<file path="config.mk">
export PLATFORM = sky130hd
export DESIGN_NAME = fb_scan_arbiter
export DESIGN_NICKNAME = d
export VERILOG_FILES = /design/src/rtl/fb_scan_arbiter.sv
export SDC_FILE = /design/constraint.sdc
export NUM_CORES = 1
export LEC_CHECK = 0
export ABC_AREA = 1
export ABC_CLOCK_PERIOD_IN_PS = 3130
export BUFFER_PORTS_ARGS = -buffer_cell sky130_fd_sc_hd__buf_4
export CORE_MARGIN = 2
export CORE_UTILIZATION = 45
export CTS_BUF_LIST = sky130_fd_sc_hd__clkbuf_8
export CTS_CLUSTER_SIZE = 12
export DETAILED_ROUTE_END_ITERATION = 16
export PLACE_DENSITY_LB_ADDON = 0.15
export SYNTH_ARGS = -nofsm -noshare
export SYNTH_HDL_FRONTEND = slang
export SYNTH_SLANG_ARGS = --single-unit
</file>
<file path="constraint.sdc">
create_clock -name pixel_clk -period 3.13 [get_ports pixel_clk]
set_input_delay 0.313 -clock pixel_clk [delete_from_list [all_inputs] [get_ports pixel_clk]]
set_output_delay 0.313 -clock pixel_clk [all_outputs]
set_load 0.01 [all_outputs]
</file>
<file path="src/rtl/fb_scan_arbiter.sv">
// Purpose: single-port frame-buffer scheduler between display scan-out and one pixel writer,
//          with frame-aligned double-buffer swapping (enabled by defining FB_DOUBLE_BUF_EN).
// Latency: fetch slot to pix_valid is MEM_LAT+2 cycles; accepted write reaches mem_* one cycle later.
// Backpressure: wr_ready drops combinationally on every display fetch slot; display is never stalled.
//
// Ports:
//   pixel_clk, rst_n            clock, asynchronous active-low reset
//   h_count, v_count, new_frame timing generator position and end-of-frame pulse
//   wr_valid/wr_addr/wr_data    writer request into the back buffer, wr_ready = accepted this cycle
//   swap_req/swap_ack           writer finished back buffer / swap committed (single-cycle pulses)
//   mem_en/mem_we/mem_addr/     registered single-port memory interface, mem_addr = {buffer_sel, offset}
//   mem_wdata/mem_rdata
//   pix_data/pix_valid          fetched display pixel (held) and its one-cycle update strobe
//
// Without FB_DOUBLE_BUF_EN the design is single-buffered: buffer select is always 0 and
// swap_ack simply echoes swap_req one cycle later.

module fb_scan_arbiter #(
    parameter int ACTIVE_H_PIXELS = 1280,
    parameter int ACTIVE_LINES    = 720,
    parameter int SCALE           = 4,
    parameter int PIX_W           = 16,
    parameter int MEM_LAT         = 2,
    parameter int H_W             = 11,
    parameter int V_W             = 10,
    localparam int FB_W           = ACTIVE_H_PIXELS / SCALE,
    localparam int FB_H           = ACTIVE_LINES / SCALE,
    localparam int AW             = $clog2(FB_W * FB_H)
) (
    input  logic             pixel_clk,
    input  logic             rst_n,
    input  logic [H_W-1:0]   h_count,
    input  logic [V_W-1:0]   v_count,
    input  logic             new_frame,
    input  logic             wr_valid,
    input  logic [AW-1:0]    wr_addr,
    input  logic [PIX_W-1:0] wr_data,
    output logic             wr_ready,
    input  logic             swap_req,
    output logic             swap_ack,
    output logic             mem_en,
    output logic             mem_we,
    output logic [AW:0]      mem_addr,
    output logic [PIX_W-1:0] mem_wdata,
    input  logic [PIX_W-1:0] mem_rdata,
    output logic [PIX_W-1:0] pix_data,
    output logic             pix_valid
);

    localparam int CW = (FB_W > 1) ? $clog2(FB_W) : 1;

    localparam logic [H_W-1:0] H_ACT   = H_W'(ACTIVE_H_PIXELS);
    localparam logic [H_W-1:0] H_LAST  = H_W'(ACTIVE_H_PIXELS - 1);
    localparam logic [H_W-1:0] H_MASK  = H_W'(SCALE - 1);
    localparam logic [V_W-1:0] V_ACT   = V_W'(ACTIVE_LINES);
    localparam logic [V_W-1:0] V_LAST  = V_W'(ACTIVE_LINES - 1);
    localparam logic [V_W-1:0] V_MASK  = V_W'(SCALE - 1);
    localparam logic [AW-1:0]  FB_W_A  = AW'(FB_W);
    localparam logic [CW-1:0]  COL_END = CW'(FB_W - 1);

    // ------------------------------------------------------------------
    // Arbitration
    // ------------------------------------------------------------------
    logic          fetch_slot;
    logic          wr_acc;
    logic          front_sel;
    logic          wr_sel;
    logic [CW-1:0] col_eff;
    logic [AW-1:0] rd_off;

    logic [CW-1:0]      col_q, col_d;
    logic [AW-1:0]      line_base_q, line_base_d;
    logic               mem_en_q, mem_en_d;
    logic               mem_we_q, mem_we_d;
    logic [AW:0]        mem_addr_q, mem_addr_d;
    logic [PIX_W-1:0]   mem_wdata_q, mem_wdata_d;
    logic [MEM_LAT-1:0] rd_pipe_q, rd_pipe_d;
    logic [PIX_W-1:0]   pix_data_q, pix_data_d;
    logic               pix_valid_q, pix_valid_d;
    logic               swap_ack_q, swap_ack_d;

    assign fetch_slot = (h_count < H_ACT) && (v_count < V_ACT) && ((h_count & H_MASK) == '0);
    assign wr_ready   = !fetch_slot;
    assign wr_acc     = wr_valid && !fetch_slot;

    // The column counter is cleared by the edge that ends h_count==0, so the first fetch of a
    // line must already see column 0 even though col_q still holds last line's value.
    assign col_eff = (h_count == '0) ? '0 : col_q;
    assign rd_off  = line_base_q + AW'(col_eff);

    always_comb begin
        col_d = col_eff;
        if (fetch_slot) begin
            col_d = (col_eff == COL_END) ? '0 : col_eff + CW'(1);
        end
    end

    // The step after the last active line is skipped so line_base stays within the last
    // buffer row; new_frame brings it back to 0 before the next frame anyway.
    always_comb begin
        line_base_d = line_base_q;
        if (new_frame) begin
            line_base_d = '0;
        end else if ((h_count == H_LAST) && (v_count < V_LAST) && ((v_count & V_MASK) == V_MASK)) begin
            line_base_d = line_base_q + FB_W_A;
        end
    end

    always_comb begin
        mem_en_d    = 1'b0;
        mem_we_d    = 1'b0;
        mem_addr_d  = mem_addr_q;
        mem_wdata_d = mem_wdata_q;
        if (fetch_slot) begin
            mem_en_d   = 1'b1;
            mem_addr_d = {front_sel, rd_off};
        end else if (wr_acc) begin
            mem_en_d    = 1'b1;
            mem_we_d    = 1'b1;
            mem_addr_d  = {wr_sel, wr_addr};
            mem_wdata_d = wr_data;
        end
    end

    // ------------------------------------------------------------------
    // Read return: one bit per issued read walks MEM_LAT stages; when it leaves the last
    // stage the memory is presenting that read's data.
    // ------------------------------------------------------------------
    always_comb begin
        rd_pipe_d   = MEM_LAT'({rd_pipe_q, (mem_en_q & ~mem_we_q)});
        pix_valid_d = rd_pipe_q[MEM_LAT-1];
        pix_data_d  = rd_pipe_q[MEM_LAT-1] ? mem_rdata : pix_data_q;
    end

    // ------------------------------------------------------------------
    // Buffer swap
    // ------------------------------------------------------------------
`ifdef FB_DOUBLE_BUF_EN
    localparam logic [0:0] ST_IDLE = 1'b0;
    localparam logic [0:0] ST_PEND = 1'b1;

    logic [0:0] state_q, state_d;
    logic       front_sel_q, front_sel_d;

    // front_sel only moves on the new_frame edge, so a displayed frame never mixes buffers.
    always_comb begin
        state_d     = state_q;
        front_sel_d = front_sel_q;
        swap_ack_d  = 1'b0;
        if (state_q == ST_IDLE) begin
            if (swap_req && new_frame) begin
                front_sel_d = ~front_sel_q;
                swap_ack_d  = 1'b1;
            end else if (swap_req) begin
                state_d = ST_PEND;
            end
        end else begin
            // Further swap_req pulses here are ignored: one request, one toggle.
            if (new_frame) begin
                front_sel_d = ~front_sel_q;
                swap_ack_d  = 1'b1;
                state_d     = ST_IDLE;
            end
        end
    end

    always_ff @(posedge pixel_clk or negedge rst_n) begin
        if (!rst_n) begin
            state_q     <= ST_IDLE;
            front_sel_q <= 1'b0;
        end else begin
            state_q     <= state_d;
            front_sel_q <= front_sel_d;
        end
    end

    assign front_sel = front_sel_q;
    assign wr_sel    = ~front_sel_q;
`else
    assign front_sel  = 1'b0;
    assign wr_sel     = 1'b0;
    assign swap_ack_d = swap_req;
`endif

    // ------------------------------------------------------------------
    // State
    // ------------------------------------------------------------------
    always_ff @(posedge pixel_clk or negedge rst_n) begin
        if (!rst_n) begin
            col_q       <= '0;
            line_base_q <= '0;
            mem_en_q    <= 1'b0;
            mem_we_q    <= 1'b0;
            mem_addr_q  <= '0;
            mem_wdata_q <= '0;
            rd_pipe_q   <= '0;
            pix_data_q  <= '0;
            pix_valid_q <= 1'b0;
            swap_ack_q  <= 1'b0;
        end else begin
            col_q       <= col_d;
            line_base_q <= line_base_d;
            mem_en_q    <= mem_en_d;
            mem_we_q    <= mem_we_d;
            mem_addr_q  <= mem_addr_d;
            mem_wdata_q <= mem_wdata_d;
            rd_pipe_q   <= rd_pipe_d;
            pix_data_q  <= pix_data_d;
            pix_valid_q <= pix_valid_d;
            swap_ack_q  <= swap_ack_d;
        end
    end

    assign mem_en    = mem_en_q;
    assign mem_we    = mem_we_q;
    assign mem_addr  = mem_addr_q;
    assign mem_wdata = mem_wdata_q;
    assign pix_data  = pix_data_q;
    assign pix_valid = pix_valid_q;
    assign swap_ack  = swap_ack_q;

endmodule

</file>
Yosys cells after proc, flatten, opt, wreduce, memory -nomap -nowiden --
Cells that the tools add are included.
Cells by class: add/subtract/negate cells 3, $lt $le $gt $ge 3, eq/ne operators 3, muxes and demuxes 10, bitwise operators 3, reductions and logical operators 11
Operator list (count):
- 17-bit 2-to-1 mux | 2
- 16-bit 2-to-1 mux | 2
- 9-bit 2-to-1 mux | 3
- 11-bit zero test | 2
- 10-bit < comparator (second input constant) | 2
- 16-bit by 9-bit adder with 16-bit output | 1
- 16-bit by 9-bit adder with 16-bit output (second input constant) | 1
- 11-bit == test (second input constant) | 1
- 11-bit < comparator (second input constant) | 1
- 9-bit by 1-bit adder with 9-bit output (second input constant) | 1
- 9-bit == test (second input constant) | 1
- 1-bit logical AND | 5
- 2-bit nonzero test | 2
- 1-bit 2-to-1 mux | 3
- 2-bit == test (second input constant) | 1
- 1-bit inverter | 2
- 2-bit AND reduction | 1
- 1-bit AND | 1
- 1-bit zero test | 1
Word-level totals: register bits 80, bits of input ports 74, logic and storage cells 43

Depth between registers and ports, before layout --
depth after elaboration 7, mapped depth 15, gate-level depth less buffers 15

Least setup slack after synthesis --
No wires, ideal clock.
path kind input -> register, start point input port h_count[6], end point register mem_addr_q[14] (netlist: mem_addr[14]), library setup time 0.117 ns, arrival time 1.844 ns, required time 3.013 ns, slack 1.169 ns, cell stages on the path 14, cell sequence nor2_1 nand2_1 nor2_2 nand2_4 nand2_1 inv_1 ha_1 nand2_1 o21ai_4 nand3_1 nand2_1 nand2_1 nand3_1 nand2_1
On the way: cells in the longest elaborated chain, start to end 6, elaborated cells between the ends (all ways) 10
RTL lines:
- start: declaration | RTL line 32 | input logic [H_W-1:0] h_count,
- parallel branches: the longest is 6 deep, another holds 16-bit by 9-bit adder with 16-bit output
- end signal: assignment | RTL line 205 | mem_addr_q <= mem_addr_d;
- end: declaration | RTL line 75 | logic [AW:0] mem_addr_q, mem_addr_d;
Parallel ways; which one is timed is not known. A chain may end at the register's enable or synchronous reset.

Worst setup path in the final report --
start point input port h_count[2], end point register mem_addr_q[14] (netlist: mem_addr[14])
Same word-level chain as after synthesis.

==> run summary <==
status -> complete, no violations
CTS tree -> done
antenna violations before repair -> 0
final std cells w/o fill -> 656
Tightest Hold Check Type -> input pin to register
final hold slack -> 0.06895 ns
area of the core -> 7848 µm²
Final min period -> 1.987 ns
crit path launch type -> input pin
Cell Area, Synth -> 3682 µm²
fin crit share -> 63.47%
LEAKAGE -> 2.515 nW
skew final -> 0.006519 ns
cts hold-fix bufs -> 0
clock sinks -> 73
Max Cap Violations -> 0
total setup buffers inserted after CTS -> 0
Inserted Diodes -> 0
Pins Over Slew Limit -> 0
gr ovfl total -> 0
post-placement cell area -> 4710 µm²
CTS resizes -> 0
first-pass iteration count of the detailed router -> 4
Die H -> 94.46 µm
Synth cell types -> 37
Antenna Nets Post-Route -> 0
first-pass GRT wire length -> 13270 µm
CP Max Fanout -> 10
power density of the placed cells -> 487.0 nW/µm²
total number of vias -> 3245
internal power -> 1.634 mW
crit path DAT -> 2.23 ns
worst skew pair latency -> 0.35 ns
vias in the first global route -> 2984
Initial Util -> 46.92%
Seq/Total Area, Yosys -> 49.61%
sequential share of power -> 48.1%
Worst-Margin Slew -> 0.8923 ns
Vias/cell -> 4.947
Setup violations, final -> 0
Hold Violations, Final -> 0
DP HPWL -> 6381 µm
main flop type after synthesis -> dfrtp_1
CP endpoint kind -> register
Post-Syn Area per Cell -> 8.726 µm²
critical path type -> input pin to register
Post-synth EDFFs -> 0
clock power share -> 27.4%
root buf cell -> clkbuf_8
Layout area overhead -> 32.52%
I/O pins -> 128
filler cell count -> 702
final wirelength -> 8478 µm
DR WL/cell -> 12.92 µm
clock transition at the registers of the reported paths -> 0.08 ns
DRC viols -> 0
Port Buffers -> 126
register bit total from synthesis -> 73
fraction of layout cells with a size suffix above 1 -> 35.02%
Max clock buf depth -> 2
CTS H-tree depth -> 3
Final Wtd Congestion -> 0.8563
P_sw -> 0.7421 mW
Core Rows -> 32
FMAX -> 503.4 MHz
part of the power in combinational logic -> 24.5%
placed cells -> 640
Crit path largest cell delay -> 0.35 ns
Switching Share -> 31.23%
setup TNS -> 0 ns
DIE WIDTH -> 94.46 µm
Final Core Density -> 62.18%
Layout Nets -> 628
most frequent cells in the layout -> buf_4, nand2_1, dfrtp_1
Ys Warns -> 0
CP Cell Sequence -> buf_4 -> nor2_1 -> nand2_1 -> nor2_2 -> nand2_4 -> nand2_1 -> inv_1 -> ha_1 -> nand2_1 -> o21ai_4 -> nand3_1 -> nand2_1 -> nand2_1 -> nand3_1 -> nand2_1
CP Data Required Time -> 3.37 ns
Post-Syn Instances -> 422
reg2reg setup slack -> 1.34 ns
most common cell after layout, fill and taps aside -> buf_4
Slew headroom -> 40.51%
DRT iter0 DRCs -> 181
RSZ-0062 raised after global routing -> false
register area -> 1827 µm²
share of flip-flops with an asynchronous set or reset -> 100.0%
multi-input combinational cell area -> 1633 µm²
VDD IR max -> 0.3382 mV
final instance area -> 4880 µm²
Top cell by count, worst path -> nand2_1
slowest CP cell -> ha_1
GRT Total Usage -> 19.23%
pin count of the biggest net entering global routing -> 74
die area -> 8923 µm²
CTS buffer count -> 9
layer usage:
| metal | global-route usage, % | vias to the layer above | wire length (µm) |
|---|---|---|---|
| li1 | - | 1625 | - |
| met1 | 23.07 | 1505 | 3577 |
| met2 | 33.15 | 103 | 4219 |
| met3 | 4.709 | 12 | 530 |
| met4 | 7.850 | 0 | 149 |
| met5 | 0 | - | 0 |
power by group through the flow:
stage               clock network [mW]  registers (mW)  logic, mW
finish                           0.652            1.14      0.581
global route                     0.712            1.16      0.646
CTS                              0.673            1.14      0.590
detailed placement                   0            1.16      0.590
global placement                     0            1.16      0.577
floorplan                            0            1.19      0.271
registers in the layout (all words and copies together), names as in the netlist:
register	count
col_q	9
line_base_q	10
mem_addr	16
mem_en	1
mem_wdata	16
mem_we	1
pix_data	16
pix_valid	1
rd_pipe_q	2
swap_ack	1
cells by family (layout without fill, tap and decap cells):
| group | Yosys count | count (layout) | synth area share, % |
|---|---|---|---|
| AO/OA/AOI/OAI | 42 | 42 | 6.864 |
| XOR/XNOR | 4 | 4 | 0.9513 |
| adder cells (fa/ha/maj) | 5 | 5 | 1.699 |
| buffers and inverters | 57 | 188 | 6.150 |
| flip-flops | 73 | 73 | 49.61 |
| multiplexers | 16 | 16 | 4.893 |
| other | 1 | 2 | 0.1018 |
| AND/OR/NAND/NOR | 224 | 224 | 29.73 |
worst paths after layout:
check                        startpoint       endpoint  cells past startpoint
max                          h_count[2]   mem_addr[14]                     15
min                            swap_req       swap_ack                      1
max reg2reg                    col_q[8]   mem_addr[14]                     10
min reg2reg                rd_pipe_q[0]   rd_pipe_q[1]                      0
max in group asynchronous         rst_n  mem_wdata[15]                      1
min in group asynchronous         rst_n       col_q[2]                      1
stage by stage:
step	setup slack [ns]	power, mW
floorplan	1.169	1.461
global placement	0.8247	1.736
detailed placement	0.7632	1.752
CTS	1.138	2.408
global route	0.8755	2.515
finish	1.143	2.376
cell type report:
type / count / area share [%]
clock buffer: 9 / 2.538
clock inverter: 7 / 0.9487
inverter: 45 / 3.462
multi-input combinational: 293 / 33.46
sequential: 73 / 37.44
tap: 102 / 2.615
timing repair buffer: 127 / 19.54
cells in the mapped netlist (4+ instances only):
cell	n	share of area [%]
nand2_1	112	11
mux2_2	16	4.9
a21oi_1	17	2.3
o211ai_1	4	0.82
nor3_1	8	1.1
clkbuf_1	4	0.41
xor2_1	4	0.95
nand4_1	9	1.5
nor2_2	4	0.68
ha_1	5	1.7
buf_2	7	0.95
nand3_1	43	5.8
dfrtp_1	73	50
inv_2	6	0.61
nor2_1	20	2.0
nor2_4	6	1.8
inv_1	38	3.9
o21ai_0	12	1.6
nand2_2	8	1.4
critical path: cells and delay by family:
family | cells | cell delay [ns]
buffers and inverters | 2 | 0.19
adders and majority gates | 1 | 0.35
AOI/OAI and AO/OA | 1 | 0.26
and+or+nand+nor | 11 | 1.13
Note: power is estimated with default switching activity, not from simulation.
